<file path="config.mk">
export PLATFORM = sky130hd
export DESIGN_NAME = sd_read_block_dat
export DESIGN_NICKNAME = d
export VERILOG_FILES = /design/src/rtl/sd_read_block_dat.sv
export SDC_FILE = /design/constraint.sdc
export NUM_CORES = 1
export LEC_CHECK = 0
export ABC_CLOCK_PERIOD_IN_PS = 8990
export CAP_MARGIN = 0
export CELL_PAD_IN_SITES_DETAIL_PLACEMENT = 0
export CELL_PAD_IN_SITES_GLOBAL_PLACEMENT = 1
export CORE_ASPECT_RATIO = 0.5
export CORE_UTILIZATION = 50
export CTS_BUF_LIST = sky130_fd_sc_hd__clkbuf_16
export CTS_CLUSTER_SIZE = 10
export DETAILED_ROUTE_END_ITERATION = 10
export PLACE_DENSITY_LB_ADDON = 0.1
export SYNTH_ARGS = -nofsm -noshare
export SYNTH_HDL_FRONTEND = slang
export SYNTH_SLANG_ARGS = --single-unit
</file>
<file path="constraint.sdc">
create_clock -name clock -period 8.99 [get_ports clock]
set_input_delay 1.798 -clock clock [delete_from_list [all_inputs] [get_ports clock]]
set_output_delay 1.798 -clock clock [all_outputs]
set_load 0.02 [all_outputs]
</file>
<file path="src/rtl/sd_read_block_dat.sv">
// SDIO slave DAT-line receiver for host-to-card block writes.
// Samples the raw DAT lines on rising sd_clock edges (seen through a
// synchroniser), finds the start bit, deserialises bytes, checks the
// per-line CRC16 and the end bit, and repeats for every block.
//
// Strobe protocol: write_byte_strobe, block_done_strobe, all_done_strobe and
// timeout_strobe are single-cycle pulses with no back-pressure. byte_out is
// valid only while write_byte_strobe=1; block_crc_ok/block_end_ok are valid
// only while block_done_strobe=1. The sink must accept on every pulse.
module sd_read_block_dat #(
  parameter int DATA_LINES     = 4,
  parameter int SIZE_WIDTH     = 12,
  parameter int COUNT_WIDTH    = 9,
  parameter int TIMEOUT_CYCLES = 65535
) (
  input  logic                   clock,
  input  logic                   reset,
  input  logic                   sd_clock,
  input  logic [DATA_LINES-1:0]  sd_data,
  input  logic                   read_strobe,
  input  logic [SIZE_WIDTH-1:0]  block_size,
  input  logic [COUNT_WIDTH-1:0] block_count,
  input  logic                   abort,
  output logic                   write_byte_strobe,
  output logic [7:0]             byte_out,
  output logic                   block_done_strobe,
  output logic                   block_crc_ok,
  output logic                   block_end_ok,
  output logic                   all_done_strobe,
  output logic                   timeout_strobe,
  output logic                   busy
);

  localparam int TW  = $clog2(TIMEOUT_CYCLES + 1);
  localparam int EPB = 8 / DATA_LINES;  // sd_clock edges per byte

  localparam logic [TW-1:0]          TIMER_LAST = TW'(TIMEOUT_CYCLES - 1);
  localparam logic [2:0]             BIT_LAST   = 3'(EPB - 1);
  localparam logic [SIZE_WIDTH-1:0]  SIZE_ONE   = SIZE_WIDTH'(1);
  localparam logic [COUNT_WIDTH-1:0] COUNT_ONE  = COUNT_WIDTH'(1);
  localparam logic [DATA_LINES-1:0]  LINES_HIGH = {DATA_LINES{1'b1}};
  localparam logic [DATA_LINES-1:0]  LINES_LOW  = {DATA_LINES{1'b0}};

  typedef enum logic [2:0] {
    S_IDLE       = 3'd0,
    S_WAIT_START = 3'd1,
    S_DATA       = 3'd2,
    S_CRC        = 3'd3,
    S_END        = 3'd4
  } state_t;

  // CCITT CRC16, x^16+x^12+x^5+1, one serial bit per call.
  function automatic logic [15:0] crc16_step(input logic [15:0] c, input logic b);
    logic fb;
    fb = b ^ c[15];
    return {c[14:0], 1'b0} ^ (fb ? 16'h1021 : 16'h0000);
  endfunction

  // Synchroniser and sampled data
  logic                  s1_q, s2_q, s3_q;
  logic [DATA_LINES-1:0] d_q, d_prev_q;

  // FSM and datapath state
  state_t                 state_q, state_d;
  logic [SIZE_WIDTH-1:0]  size_q, size_d;
  logic [SIZE_WIDTH-1:0]  byte_cnt_q, byte_cnt_d;
  logic [COUNT_WIDTH-1:0] blocks_q, blocks_d;
  logic [2:0]             bit_cnt_q, bit_cnt_d;
  logic [TW-1:0]          timer_q, timer_d;
  logic [7:0]             shift_q, shift_d;
  logic [15:0]            crc_q [DATA_LINES];
  logic [15:0]            crc_d [DATA_LINES];
  logic [15:0]            crc_next [DATA_LINES];
  logic [3:0]             crc_idx_q, crc_idx_d;
  logic                   crc_ok_q, crc_ok_d;

  // Registered outputs
  logic       wbs_q, wbs_d;
  logic [7:0] byte_out_q, byte_out_d;
  logic       bds_q, bds_d;
  logic       bcrc_q, bcrc_d;
  logic       bend_q, bend_d;
  logic       alld_q, alld_d;
  logic       to_q, to_d;
  logic       busy_q, busy_d;

  // Event decode
  logic       sd_rise;
  logic       accept;
  logic       start_bit;
  logic       timer_hit;
  logic       byte_done;
  logic       last_byte;
  logic       crc_last;
  logic       last_block;
  logic       crc_mismatch;
  logic [3:0] d4;
  logic [7:0] shift_in;

  assign sd_rise    = s2_q & ~s3_q;
  assign accept     = read_strobe && (block_size != '0) && (block_count != '0);
  assign start_bit  = sd_rise && (d_prev_q == LINES_HIGH) && (d_q == LINES_LOW);
  assign timer_hit  = (timer_q == TIMER_LAST);
  assign byte_done  = (bit_cnt_q == BIT_LAST);
  assign last_byte  = (byte_cnt_q == SIZE_ONE);
  assign crc_last   = (crc_idx_q == 4'd0);
  assign last_block = (blocks_q == COUNT_ONE);
  assign d4         = 4'(d_q);

  // Shift register input: DAT3 is the nibble MSB, or DAT0 alone for 1-line.
  always_comb begin
    shift_in = shift_q;
    if (DATA_LINES == 4) shift_in = {shift_q[3:0], d4};
    else                 shift_in = {shift_q[6:0], d4[0]};
  end

  // Per-line CRC next values and comparison against the received CRC bits.
  always_comb begin
    crc_mismatch = 1'b0;
    for (int i = 0; i < DATA_LINES; i++) begin
      crc_next[i] = crc16_step(crc_q[i], d_q[i]);
      if (d_q[i] != crc_q[i][crc_idx_q]) crc_mismatch = 1'b1;
    end
  end

  // Synchronise sd_clock, register the DAT lines, keep the previous edge's data.
  always_ff @(posedge clock or posedge reset) begin
    if (reset) begin
      s1_q     <= 1'b0;
      s2_q     <= 1'b0;
      s3_q     <= 1'b0;
      d_q      <= '0;
      d_prev_q <= '0;
    end else begin
      s1_q <= sd_clock;
      s2_q <= s1_q;
      s3_q <= s2_q;
      d_q  <= sd_data;
      if (sd_rise) d_prev_q <= d_q;
    end
  end

  // FSM state register.
  always_ff @(posedge clock or posedge reset) begin
    if (reset) state_q <= S_IDLE;
    else       state_q <= state_d;
  end

  // FSM next-state logic; abort overrides every other transition.
  always_comb begin
    state_d = state_q;
    if (abort) begin
      state_d = S_IDLE;
    end else begin
      case (state_q)
        S_IDLE:       if (accept) state_d = S_WAIT_START;
        S_WAIT_START: begin
          if (start_bit)      state_d = S_DATA;
          else if (timer_hit) state_d = S_IDLE;
        end
        S_DATA:       if (sd_rise && byte_done && last_byte) state_d = S_CRC;
        S_CRC:        if (sd_rise && crc_last) state_d = S_END;
        S_END:        if (sd_rise) state_d = last_block ? S_IDLE : S_WAIT_START;
        default:      state_d = S_IDLE;
      endcase
    end
  end

  // FSM output / datapath next values; strobes default low every cycle.
  always_comb begin
    size_d     = size_q;
    byte_cnt_d = byte_cnt_q;
    blocks_d   = blocks_q;
    bit_cnt_d  = bit_cnt_q;
    timer_d    = timer_q;
    shift_d    = shift_q;
    crc_idx_d  = crc_idx_q;
    crc_ok_d   = crc_ok_q;
    for (int i = 0; i < DATA_LINES; i++) crc_d[i] = crc_q[i];
    wbs_d      = 1'b0;
    byte_out_d = byte_out_q;
    bds_d      = 1'b0;
    bcrc_d     = bcrc_q;
    bend_d     = bend_q;
    alld_d     = 1'b0;
    to_d       = 1'b0;
    busy_d     = (state_d != S_IDLE);

    if (!abort) begin
      case (state_q)
        S_IDLE: begin
          if (accept) begin
            size_d   = block_size;
            blocks_d = block_count;
            timer_d  = '0;
            crc_ok_d = 1'b1;
            for (int i = 0; i < DATA_LINES; i++) crc_d[i] = 16'h0000;
          end else if (read_strobe) begin
            // Zero-length transfer: nothing to receive, report completion.
            alld_d = 1'b1;
          end
        end
        S_WAIT_START: begin
          timer_d = timer_q + 1'b1;
          if (start_bit) begin
            byte_cnt_d = size_q;
            bit_cnt_d  = 3'd0;
          end else if (timer_hit) begin
            to_d = 1'b1;
          end
        end
        S_DATA: begin
          if (sd_rise) begin
            shift_d = shift_in;
            for (int i = 0; i < DATA_LINES; i++) crc_d[i] = crc_next[i];
            if (byte_done) begin
              bit_cnt_d  = 3'd0;
              wbs_d      = 1'b1;
              byte_out_d = shift_in;
              byte_cnt_d = byte_cnt_q - 1'b1;
              if (last_byte) crc_idx_d = 4'd15;
            end else begin
              bit_cnt_d = bit_cnt_q + 1'b1;
            end
          end
        end
        S_CRC: begin
          if (sd_rise) begin
            if (crc_mismatch) crc_ok_d = 1'b0;
            if (!crc_last) crc_idx_d = crc_idx_q - 1'b1;
          end
        end
        S_END: begin
          if (sd_rise) begin
            bds_d    = 1'b1;
            bcrc_d   = crc_ok_q;
            bend_d   = (d_q == LINES_HIGH);
            blocks_d = blocks_q - 1'b1;
            if (last_block) begin
              alld_d = 1'b1;
            end else begin
              timer_d  = '0;
              crc_ok_d = 1'b1;
              for (int i = 0; i < DATA_LINES; i++) crc_d[i] = 16'h0000;
            end
          end
        end
        default: ;
      endcase
    end
  end

  // Datapath registers.
  always_ff @(posedge clock or posedge reset) begin
    if (reset) begin
      size_q     <= '0;
      byte_cnt_q <= '0;
      blocks_q   <= '0;
      bit_cnt_q  <= 3'd0;
      timer_q    <= '0;
      shift_q    <= 8'h00;
      crc_idx_q  <= 4'd0;
      crc_ok_q   <= 1'b0;
      for (int i = 0; i < DATA_LINES; i++) crc_q[i] <= 16'h0000;
    end else begin
      size_q     <= size_d;
      byte_cnt_q <= byte_cnt_d;
      blocks_q   <= blocks_d;
      bit_cnt_q  <= bit_cnt_d;
      timer_q    <= timer_d;
      shift_q    <= shift_d;
      crc_idx_q  <= crc_idx_d;
      crc_ok_q   <= crc_ok_d;
      for (int i = 0; i < DATA_LINES; i++) crc_q[i] <= crc_d[i];
    end
  end

  // Output registers.
  always_ff @(posedge clock or posedge reset) begin
    if (reset) begin
      wbs_q      <= 1'b0;
      byte_out_q <= 8'h00;
      bds_q      <= 1'b0;
      bcrc_q     <= 1'b0;
      bend_q     <= 1'b0;
      alld_q     <= 1'b0;
      to_q       <= 1'b0;
      busy_q     <= 1'b0;
    end else begin
      wbs_q      <= wbs_d;
      byte_out_q <= byte_out_d;
      bds_q      <= bds_d;
      bcrc_q     <= bcrc_d;
      bend_q     <= bend_d;
      alld_q     <= alld_d;
      to_q       <= to_d;
      busy_q     <= busy_d;
    end
  end

  assign write_byte_strobe = wbs_q;
  assign byte_out          = byte_out_q;
  assign block_done_strobe = bds_q;
  assign block_crc_ok      = bcrc_q;
  assign block_end_ok      = bend_q;
  assign all_done_strobe   = alld_q;
  assign timeout_strobe    = to_q;
  assign busy              = busy_q;

endmodule

</file>
Yosys cells after proc, flatten, opt, wreduce, memory -nomap -nowiden
Index checks and enable logic that the tools add are counted.
Word-level totals
  bits in registers: 154
  bits of input ports: 30
  output and inout port bits: 15
  logic and storage cells: 171
Cells by class
  add/sub/neg operators: 5
  magnitude comparators: 1
  equal/unequal tests: 24
  muxes and demuxes: 74
  bitwise gates (word level): 11
  reduce and logical (&&, ||, !) cells: 30
Operators with widths (count)
  $mux W64: 4
  $pmux W64 S3: 1
  $xor A16 B13 Y16: 4
  $mux W13: 4
  $mux W16: 3
  $pmux W16 S3: 1
  $mux W12: 3
  $mux W1: 30
  $mux W3: 10
  $pmux W12 S2: 1
  $mux W4: 5
  $ne A2 B2 Y1 const B: 10
  $mux W9: 2
  $pmux W9 S2: 1
  $add A16 B1 Y16 const B: 1
  $bmux W1 S4: 4
  $eq A16 B16 Y1 const B: 1
  $pmux W3 S5: 1
  $reduce_and A7 Y1: 2
  $eq A12 B1 Y1 const B: 1
  $reduce_and A4 Y1: 3
  $reduce_bool A12 Y1: 1
  $reduce_bool A3 Y1: 4
  $sub A12 B1 Y12 const B: 1
  other kinds (25): 47

Logic depth before layout (Yosys ltp)
Gate-level depths: netlist of the first run.
  depth after elaboration: 10
  gate-level depth with buffers: 10
  mapped depth without buffers: 8

Worst setup path after synthesis of the first run
Ideal clock, no wire load.
  kind: input-to-reg
  start point: input block_size[3]
  end point: register size_q[0]
  setup time: 0.127 ns
  arrival time: 3.307 ns
  required time: 8.863 ns
  slack: 5.555 ns
  stages: 7
  buffers on the path: 2
  path through: nor4_1 -> a31oi_1 -> nand3_1 -> or2_1 -> clkbuf_1 -> buf_1 -> mux2_1
On the way
  longest elaborated chain between the ends: 4
RTL lines
  start, declared: RTL line 21  | input logic [SIZE_WIDTH-1:0] block_size,
  $reduce_bool A12 Y1: RTL line 101  | assign accept = read_strobe && (block_size != '0) && (block_count != '0);
  $logic_and A1 B1 Y1 (2 in a row): RTL line 101
  $reduce_and A3 Y1 (no line)
  end signal, assigned: RTL line 266  | size_q <= size_d;
  end, declared: RTL line 65  | logic [SIZE_WIDTH-1:0] size_q, size_d;
Every way passes these cells.
A chain may end at the register's enable or synchronous reset.

Final worst setup path of the first run
  start point: input block_size[7]
  end point: register crc_q[60] (netlist bit)
On the way
  longest elaborated chain between the ends: 5
RTL lines
  $reduce_bool A12 Y1: RTL line 101
  $logic_and A1 B1 Y1 (2 in a row): RTL line 101
  $ne A2 B2 Y1 (no line)
  $reduce_and A6 Y1 (no line)
  end, declared: RTL line 71  | logic [15:0] crc_q [DATA_LINES];
Every way passes these cells.

==> results of run 1 <==
-- per-stage QoR --
step | util (%) | hold WS (ns) | setup WS (ns) | cell area, sq um | total power [mW]
after floorplan | - | 0.331 | 3.04 | 7510 | 0.897
after global placement | 55.3 | 0.348 | 4.36 | 8070 | 0.947
after detailed placement | 55.3 | 0.336 | 4.31 | 8070 | 0.951
after CTS | 59.2 | 0.351 | 4.75 | 8640 | 1.65
after global routing | 59.2 | 0.357 | 4.55 | 8640 | 1.71
final | 59.2 | 0.350 | 4.72 | 8640 | 1.63
-- synthesized netlist by cell type (all sizes together), types with 3 or more instances --
| library cell | count |
|---|---|
| clkbuf | 35 |
| nor4 | 8 |
| nand2 | 168 |
| nor2b | 3 |
| mux4 | 15 |
| and3 | 6 |
| xor2 | 15 |
| xnor2 | 9 |
| mux2 | 21 |
| o41ai | 8 |
| a22oi | 3 |
| nor3 | 13 |
| nor2 | 62 |
| o32ai | 3 |
| o22a | 5 |
| a31oi | 12 |
| nand3 | 25 |
| ha | 8 |
| or3 | 3 |
| o21ai | 88 |
| mux2i | 6 |
| nand2b | 3 |
| buf | 14 |
| nand4 | 8 |
| inv | 15 |
| nor3b | 8 |
| a21oi | 28 |
| dfrtp | 154 |
| nor4b | 4 |
| and2 | 8 |
-- registers in the layout, indices dropped and copies added, names as in the netlist, 4 cells and up --
register / cells
blocks_q: 9
byte_cnt_q: 12
byte_out: 8
crc_idx_q: 4
crc_q: 64
d4: 4
d_prev_q: 4
shift_q: 4
size_q: 12
timer_q: 16
-- power by group through the flow --
| stage | registers [mW] | clock network (mW) | logic [mW] |
|---|---|---|---|
| 2_1_floorplan | 0.780 | 0 | 0.116 |
| 3_3_place_gp | 0.794 | 0 | 0.153 |
| 3_5_place_dp | 0.796 | 0 | 0.156 |
| 4_1_cts | 0.783 | 0.711 | 0.157 |
| 5_1_grt | 0.791 | 0.741 | 0.177 |
| 6_report | 0.784 | 0.696 | 0.154 |
-- how the worst max path moves through the flow --
stage	start	end	slack, ns
global route	block_size[7]	crc_q[53]$_DFFE_PP0P_	4.55
floorplan	reset	all_done_strobe$_DFF_PP0_	3.04
detailed placement	block_size[7]	crc_q[60]$_DFFE_PP0P_	4.31
finish	block_size[7]	crc_q[60]$_DFFE_PP0P_	4.72
global placement	block_size[7]	crc_q[53]$_DFFE_PP0P_	4.36
CTS	block_size[7]	crc_q[60]$_DFFE_PP0P_	4.75
-- worst register-to-register path: stages, from the launching register on --
cell      delay, ns
dfrtp_1        0.42
nor4_1         0.59
nand4b_1       0.25
nand3_1        0.16
a311o_2        0.42
buf_4          0.82
o41ai_1        0.28
-- per-layer routing --
layer | vias up | wire [um] | share of wire, %
li1 | 2786 | - | -
met3 | 9 | 654 | 4.0
met2 | 98 | 7310 | 45
met5 | - | 0 | 0
met4 | 0 | 107 | 0.65
met1 | 2786 | 8320 | 51
-- layout make-up --
type / count / area, sq um / share of cell area, %
clock buffers: 17 / 425 / 4.93
clock inverters: 15 / 141 / 1.64
inverters: 15 / 61.3 / 0.710
multi-input cells: 567 / 3410 / 39.5
flip-flops and latches: 154 / 3850 / 44.6
well taps: 198 / 248 / 2.87
repair buffers: 51 / 493 / 5.71
-- logic make-up after synthesis --
| kind of cell | after synthesis | synth area share, % |
|---|---|---|
| AND/OR/NAND/NOR | 328 | 19.8 |
| AO/OA/AOI/OAI | 165 | 12.9 |
| flip-flops | 154 | 51.3 |
| buffers and inverters | 64 | 3.40 |
| multiplexers | 42 | 8.44 |
| XOR/XNOR | 24 | 2.80 |
| adder cells (fa/ha/maj) | 8 | 1.33 |
==> results.tsv, run 1 <==
metric	value	unit
CTS tree	yes	
Crit path depth	7	
Fillers	1315	
GRT met1 Usage	33.4	%
crit path buf inv count	2	
M3 GR Usage	5.07	%
syn_area_per_cell	9.57	sq um
area leader, netlist	dfrtp_1	
clock share of power	42.6	%
CTS Buffer Depth	2	
Worst Reg-to-Reg Cells	6	
worst vdd ir	0.000133	V
Peak Freq	234	MHz
Pint	1.19	mW
Crit path max-delay family	buffers and inverters	
largest net degree at the start of global routing	110	
worst r2r src	blocks_q[5]$_DFFE_PP0P_	
switching power	444	uW
Post-CTS Resized	0	
FFs w/ async S/R, synth	100	%
post-synth cell types	58	
max cap viols	0	
Hold Crit Class	reg -> reg	
RSZ-0062 raised after global routing	false	
Nets	844	
dpl hpwl	10500	um
clk sink count	154	
Final Max Slew Viols	0	
Boundary Pins	45	
first-pass GRT wire length	27700	um
register-to-register setup slack	5.90	ns
Switching Share	27.2	%
vias per cell	5.58	
Worst R2R End	crc_q[60]$_DFFE_PP0P_	
Final ANT Viol Nets	0	
die footprint	0.0156	sq mm
die height	88.7	um
clk slew on worst S/H paths	0.07	ns
DR iter-0 viols	444	
CP max stage delay	0.82	ns
Clock Latency Late Sink	0.43	ns
final std cells w/o fill	1017	
TritonCTS buffer count	17	
measured slew at the worst slew-check pin	1.10	ns
grt peak-use layer	met2	
WL final	16400	um
Worst Path Arrival	4.53	ns
synth warn	0	
synth top area cells	dfrtp_1 51%, nand2_1 8.4%, o21ai_1 5.1%	
worst-path cell chain	clkdlybuf4s50_1 > nor4_1 > a31oi_1 > nand4_1 > a311o_2 > buf_4 > o41ai_1	
worst rel slew slack	26.6	%
gpl congestion	0.834	
final worst-path cycle share	47.5	%
post-CTS setup buffer count	0	
final setup fails	0	
GRT Util Overall	22.9	%
Worst Skew	0.0117	ns
required time of the critical path	9.25	ns
ys flop type	dfrtp_1	
CP endpoint kind	flip-flop	
cell area after synthesis	0.00751	sq mm
drt first pass iters	5	
vias in the first global route	5333	
placed cells	985	
vias	5679	
initial antenna violation count	0	
residual DRC count	0	
die width	175	um
number of enable flip-flop cells after synthesis	0	
Min-Delay Path Depth	0	
starting density of the core	51.5	%
Combinational Power Share	9.4	%
power density over the cells	189	mW/mm^2
wire length per cell	16.1	um
# diodes	0	
Synth top area share	51.3	%
core area	0.0146	sq mm
sequential share of power	48.0	%
Root Buffer	clkbuf_16	
commonest non-fill, non-tap cells in the layout	168 x nand2_1, 154 x dfrtp_1, 76 x o21ai_1	
most common cell after layout, fill and taps aside	nand2_1	
crit-path max FO	109	
Yosys reg bits	154	
share of the yosys chip area belonging to registers	51.3	%
Hold EP	s2_q$_DFF_PP0_	
endpoints failing hold	0	
synthesized instance count	785	
CP max stage cell	buf_4	
met2 usage	35.2	%
share of layout cells above drive strength 1	8.91	%
status	complete, no violations	
Startpoint Class	input pin	
Crit Path Category	in -> reg	
H-tree depth	4	
CTS Hold Buffers Added	0	
fin crit period	4.27	ns
Post-Syn Nets	823	
total congestion overflow	0	
FP Rows	31	
Hold Startpoint	s1_q$_DFF_PP0_	
Port-buffer cells	44	
Setup TNS	0	ns
Area growth, synth to finish	14.9	%
Lkg Pwr	3.59	nW
Note: power is estimated with default switching activity, not from simulation.
==> run 2, diff against run 1 <==
Settings changed: ABC_CLOCK_PERIOD_IN_PS 8990 to 4300, CORE_UTILIZATION 50 to 47.
Clock period 8.99 ns to 4.3 ns, I/O delays scaled along.
==> results.tsv, run 2 (same netlist as run 1, synthesis figures left out) <==
metric	value	unit	change
status	complete, no violations		unchanged
die height	91.4	um	was 88.7 um
Lkg Pwr	3.63	nW	was 3.59 nW
Crit path max-delay family	simple AND/OR/NAND/NOR gates		was buffers and inverters
vias in the first global route	5254		was 5333
clk sink count	154		unchanged
post-CTS setup buffer count	0		unchanged
Worst Skew	0.0110	ns	was 0.0117 ns
initial antenna violation count	0		unchanged
Root Buffer	clkbuf_16		unchanged
crit path buf inv count	1		was 2
wire length per cell	16.1	um	about the same
starting density of the core	48.5	%	was 51.5%
worst-path cell chain	clkdlybuf4s50_1 > nor4_1 > a31oi_1 > nand3_1 > or2_1 > mux2_1		was clkdlybuf4s50_1 > nor4_1 > a31oi_1 > nand4_1 > a311o_2 > buf_4 > o41ai_1
gpl congestion	0.787		was 0.834
required time of the critical path	4.61	ns	was 9.25 ns
GRT Util Overall	21.6	%	was 22.9%
DR iter-0 viols	435		was 444
clock share of power	44.6	%	was 42.6%
final setup fails	0		unchanged
TritonCTS buffer count	17		unchanged
largest net degree at the start of global routing	129		was 110
share of layout cells above drive strength 1	9.38	%	was 8.91%
residual DRC count	0		unchanged
WL final	16500	um	was 16400 um
Pint	2.61	mW	was 1.19 mW
Regs by FF count	crc_q x64, timer_q x16		unchanged
FP Rows	32		was 31
die width	181	um	was 175 um
first-pass GRT wire length	28000	um	was 27700 um
Startpoint Class	input pin		unchanged
Switching Share	26.4	%	was 27.2%
crit-path max FO	13		was 109
RSZ-0062 raised after global routing	false		unchanged
placed cells	993		was 985
CTS tree	yes		unchanged
Setup TNS	0	ns	unchanged
commonest non-fill, non-tap cells in the layout	168 x nand2_1, 154 x dfrtp_1, 76 x o21ai_1		unchanged
vias	5691		was 5679
worst rel slew slack	25.8	%	was 26.6%
max cap viols	0		unchanged
Post-CTS Resized	0		unchanged
Clock Latency Late Sink	0.43	ns	about the same
measured slew at the worst slew-check pin	1.11	ns	was 1.10 ns
Final Cell Area	0.00873	sq mm	was 0.00864 sq mm
total congestion overflow	0		unchanged
CTS Hold Buffers Added	0		unchanged
H-tree depth	4		unchanged
Fillers	1377		was 1315
Combinational Power Share	9.2	%	was 9.4%
power density over the cells	407	mW/mm^2	was 189 mW/mm^2
sequential share of power	46.2	%	was 48.0%
worst vdd ir	0.000319	V	was 0.000133 V
Hold Crit Class	reg -> reg		unchanged
Largest register FFs	64		unchanged
# diodes	0		unchanged
Boundary Pins	45		unchanged
Worst Path Arrival	3.21	ns	was 4.53 ns
die footprint	0.0165	sq mm	was 0.0156 sq mm
vias per cell	5.55		was 5.58
CP max stage delay	0.54	ns	was 0.82 ns
Final Max Slew Viols	0		unchanged
switching power	939	uW	was 444 uW
most common cell after layout, fill and taps aside	nand2_1		unchanged
endpoints failing hold	0		unchanged
CP endpoint kind	flip-flop		unchanged
final worst-path cycle share	67.3	%	
Port-buffer cells	44		unchanged
drt first pass iters	5		unchanged
core area	0.0155	sq mm	was 0.0146 sq mm
Final ANT Viol Nets	0		unchanged
placed inst area	0.00812	sq mm	was 0.00807 sq mm
fin crit period	2.90	ns	
most flop-heavy register	crc_q		unchanged
Peak Freq	345	MHz	
Crit Path Category	in -> reg		unchanged
CP max stage cell	or2_1		was buf_4
Nets	846		was 844
clk slew on worst S/H paths	0.07	ns	about the same
final std cells w/o fill	1025		was 1017
CTS Buffer Depth	2		unchanged
Area growth, synth to finish	16.2	%	was 14.9%
dpl hpwl	10700	um	was 10500 um
-- run 2: cell types whose count changed in the layout (fill, tap and decap cells not counted) --
cell,change
buf_12,+2
bufinv_16,+2
clkinv_2,+2
clkinv_4,-2
clkinv_1,-1
inv_1,-1
-- run 2: cell type report --
type | count | area (sq um) | area share [%]
Inverter | 15 | 60.1 | 0.688
Clock buffer | 17 | 425 | 4.87
Sequential cell | 154 | 3850 | 44.2
Clock inverter | 15 | 188 | 2.15
Multi-Input combinational cell | 567 | 3410 | 39.1
Tap cell | 204 | 255 | 2.92
Timing Repair Buffer | 53 | 533 | 6.11
-- run 2: per-layer routing --
layer	part of all wire [%]	GRT usage [%]	up-vias
li1	-	-	2790
met1	51	32.0	2806
met2	45	31.6	87
met3	3.3	4.93	8
met4	0.65	5.41	0
met5	0	0	-
-- run 2: per-stage QoR --
stage	hold WS [ns]	utilization, %	worst slack [ns]	power (mW)
after floorplan	0.331	-	1.50	1.88
after global placement	0.344	52.4	0.945	1.99
after detailed placement	0.336	52.4	0.952	1.99
after CTS	0.360	56.3	1.41	3.58
after global routing	0.367	56.3	1.30	3.70
final	0.359	56.3	1.40	3.55
-- run 2: worst paths after layout --
kind | start | end | slack [ns] | depth (start not counted)
setup / recovery | block_size[11] | size_q[0]$_DFFE_PP0P_ | 1.40 | 6
hold / removal | s1_q$_DFF_PP0_ | s2_q$_DFF_PP0_ | 0.36 | 0
setup reg to reg | crc_idx_q[0]$_DFFE_PP0P_ | crc_ok_q$_DFFE_PP0P_ | 1.69 | 6
hold reg to reg | s1_q$_DFF_PP0_ | s2_q$_DFF_PP0_ | 0.36 | 0
max in group asynchronous | reset | crc_q[0]$_DFFE_PP0P_ | 2.82 | 3
min in group asynchronous | reset | blocks_q[3]$_DFFE_PP0P_ | 0.94 | 3
-- run 2: power by group through the flow --
stage | clock network [mW] | logic [mW] | registers [mW]
after floorplan | 0 | 0.244 | 1.63
after global placement | 0 | 0.324 | 1.66
after detailed placement | 0 | 0.331 | 1.66
after CTS | 1.61 | 0.332 | 1.64
after global routing | 1.67 | 0.373 | 1.65
final | 1.58 | 0.328 | 1.64
-- run 2: worst reg2reg max path, stage by stage, from the launching register on --
cell and delay [ns]:
dfrtp_1 0.60, buf_4 0.27, mux4_2 0.54, mux4_2 0.48, xnor2_1 0.20, nand2_1 0.13, o41ai_2 0.31
==> run 3, diff against run 2 <==
Settings changed: ABC_CLOCK_PERIOD_IN_PS 4300 to 2350, CORE_UTILIZATION 47 to 42.
Clock period 4.3 ns to 2.35 ns, I/O delays scaled along.
==> results.tsv, run 3 (same netlist as run 1, synthesis figures left out) <==
metric	value	unit	change
status	complete, no violations		unchanged
Nets	909		was 846
final worst-path cycle share	97.7	%	
CTS Buffer Depth	2		unchanged
FP Rows	34		was 32
Final Cell Area	0.00934	sq mm	was 0.00873 sq mm
Pwr Total	6.47	mW	was 3.55 mW
CTS tree	yes		unchanged
Hold Crit Class	in -> async		was reg -> reg
clk slew on worst S/H paths	0.07	ns	about the same
Largest register FFs	64		unchanged
commonest non-fill, non-tap cells in the layout	167 x nand2_1, 153 x dfrtp_1, 76 x o21ai_1		was 168 x nand2_1, 154 x dfrtp_1, 76 x o21ai_1
residual DRC count	0		unchanged
Worst R2R End	byte_cnt_q[11]$_DFFE_PP0P_		was crc_ok_q$_DFFE_PP0P_
Pint	4.68	mW	was 2.61 mW
vias in the first global route	5567		was 5254
WL final	17600	um	was 16500 um
CP max stage delay	0.54	ns	about the same
worst rel slew slack	68.4	%	was 25.8%
dpl hpwl	12300	um	was 10700 um
initial antenna violation count	0		unchanged
max cap viols	0		unchanged
crit-path max FO	3		was 13
clock share of power	42.5	%	was 44.6%
starting density of the core	43.1	%	was 48.5%
DR iter-0 viols	222		was 435
clk sink count	154		unchanged
Switching Share	27.6	%	was 26.4%
endpoints failing hold	0		unchanged
switching power	1.79	mW	was 939 uW
Combinational Power Share	11.5	%	was 9.2%
# diodes	0		unchanged
TritonCTS buffer count	17		unchanged
Final Max Slew Viols	0		unchanged
CP Launch Point	byte_cnt_q[1]$_DFFE_PP0P_		was block_size[11]
Crit Path Category	reg -> reg		was in -> reg
CP endpoint kind	flip-flop		unchanged
largest net degree at the start of global routing	51		was 129
wire length per cell	15.8	um	was 16.1 um
Boundary Pins	45		unchanged
sequential share of power	46.0	%	was 46.2%
RSZ-0062 raised after global routing	true		was false
crit path to	byte_cnt_q[11]$_DFFE_PP0P_		was size_q[0]$_DFFE_PP0P_
worst vdd ir	0.000390	V	was 0.000319 V
Root Buffer	clkbuf_16		unchanged
most common cell after layout, fill and taps aside	nand2_1		unchanged
most flop-heavy register	crc_q		unchanged
total congestion overflow	0		unchanged
placed inst area	0.00870	sq mm	was 0.00812 sq mm
final setup fails	0		unchanged
Worst Reg-to-Reg Cells	6		unchanged
Worst Path Arrival	2.61	ns	was 3.21 ns
die footprint	0.0185	sq mm	was 0.0165 sq mm
share of layout cells above drive strength 1	16.3	%	was 9.38%
final hold slack	0.314	ns	was 0.359 ns
die width	191	um	was 181 um
Worst Skew	0.0133	ns	was 0.0110 ns
die height	96.6	um	was 91.4 um
drt first pass iters	4		was 5
vias per cell	5.26		was 5.55
worst r2r src	byte_cnt_q[1]$_DFFE_PP0P_		was crc_idx_q[0]$_DFFE_PP0P_
worst-path cell chain	or4_4 > or3_4 > or4_4 > o31a_1 > o21ai_1 > o21ai_1		was clkdlybuf4s50_1 > nor4_1 > a31oi_1 > nand3_1 > or2_1 > mux2_1
fin crit period	2.30	ns	
core area	0.0174	sq mm	was 0.0155 sq mm
measured slew at the worst slew-check pin	0.468	ns	was 1.11 ns
Port-buffer cells	44		unchanged
CTS Hold Buffers Added	0		unchanged
power density over the cells	693	mW/mm^2	was 407 mW/mm^2
Fillers	1576		was 1377
Clock Latency Late Sink	0.43	ns	about the same
first-pass GRT wire length	29200	um	was 28000 um
Peak Freq	436	MHz	
vias	5886		was 5691
Area growth, synth to finish	24.3	%	was 16.2%
Startpoint Class	flip-flop		was input pin
Final ANT Viol Nets	0		unchanged
gpl congestion	0.780		was 0.787
register-to-register setup slack	0.05	ns	was 1.69 ns
GRT Util Overall	20.6	%	was 21.6%
H-tree depth	4		unchanged
CP max stage cell	or4_4		was or2_1
Lkg Pwr	3.98	nW	was 3.63 nW
required time of the critical path	2.66	ns	was 4.61 ns
Finished Core Util	53.6	%	was 56.3%
Regs by FF count	crc_q x64, timer_q x16		unchanged
## run 3: cell count changes in the layout (fill, tap and decap cells not counted), moves of 2 or more
cell / delta
buf_4: +53
buf_12: +9
clkinv_4: +3
bufinv_16: -2
clkinv_2: -2
clkinvlp_4: -2
inv_8: +2
xnor2_1: -2
xnor2_2: +2
## run 3: layout make-up
class                      instances  area, sq um  share of cell area (%)
timing repair buffer             116         1120                    12.0
clock inverter                    15          155                    1.66
tap                              234          293                    3.13
clock buffer                      17          425                    4.55
sequential                       154         3850                    41.3
multi-input combinational        567         3430                    36.7
inverter                          15         60.1                   0.643
## run 3: metrics by stage
stage                     worst slack [ns]  instances  setup TNS [ns]
after detailed placement            -0.317       1081          -21.59
after floorplan                    -0.0649        785           -10.0
after CTS                           0.0105       1113               0
after global placement              -0.251       1081          -14.55
after global routing               -0.0298       1118         -0.0338
final                               0.0544       1118               0
## run 3: timing repair
action	CTS	global route
resized for setup	1	5
gates cloned	0	0
endpoints found under the setup margin	1	4
buffers inserted	0	5
## run 3: worst min-delay path by stage
stage,start,cells past startpoint,slack [ns],endpoint
finish,reset,2,0.31,crc_q[57]$_DFFE_PP0P_
global route,reset,2,0.32,crc_q[57]$_DFFE_PP0P_
CTS,reset,2,0.30,crc_q[57]$_DFFE_PP0P_
detailed placement,s1_q$_DFF_PP0_,0,0.34,s2_q$_DFF_PP0_
global placement,s1_q$_DFF_PP0_,0,0.35,s2_q$_DFF_PP0_
floorplan,s1_q$_DFF_PP0_,0,0.33,s2_q$_DFF_PP0_
## run 3: per-layer routing
metal,global-route usage (%),routed length [um],share of wire [%],vias up
li1,-,-,-,2916
met1,29.8,8920,51,2873
met2,31.8,7880,45,80
met3,4.55,693,3.9,17
met4,4.37,142,0.81,0
met5,0,0,0,-
## run 3: power groups by stage
stage | registers, mW | clock network (mW) | logic, mW
2_1_floorplan | 2.99 | 0 | 0.446
4_1_cts | 2.98 | 2.82 | 0.749
6_report | 2.98 | 2.75 | 0.746
3_3_place_gp | 3.02 | 0 | 0.728
3_5_place_dp | 3.02 | 0 | 0.747
5_1_grt | 3.01 | 2.94 | 0.835
## run 3: critical path: cells and delay by family (launching register included)
| family | cells | cell delay [ns] |
|---|---|---|
| AND/OR/NAND/NOR | 3 | 1.35 |
| AO/OA/AOI/OAI | 3 | 0.44 |
| flip-flops | 1 | 0.38 |
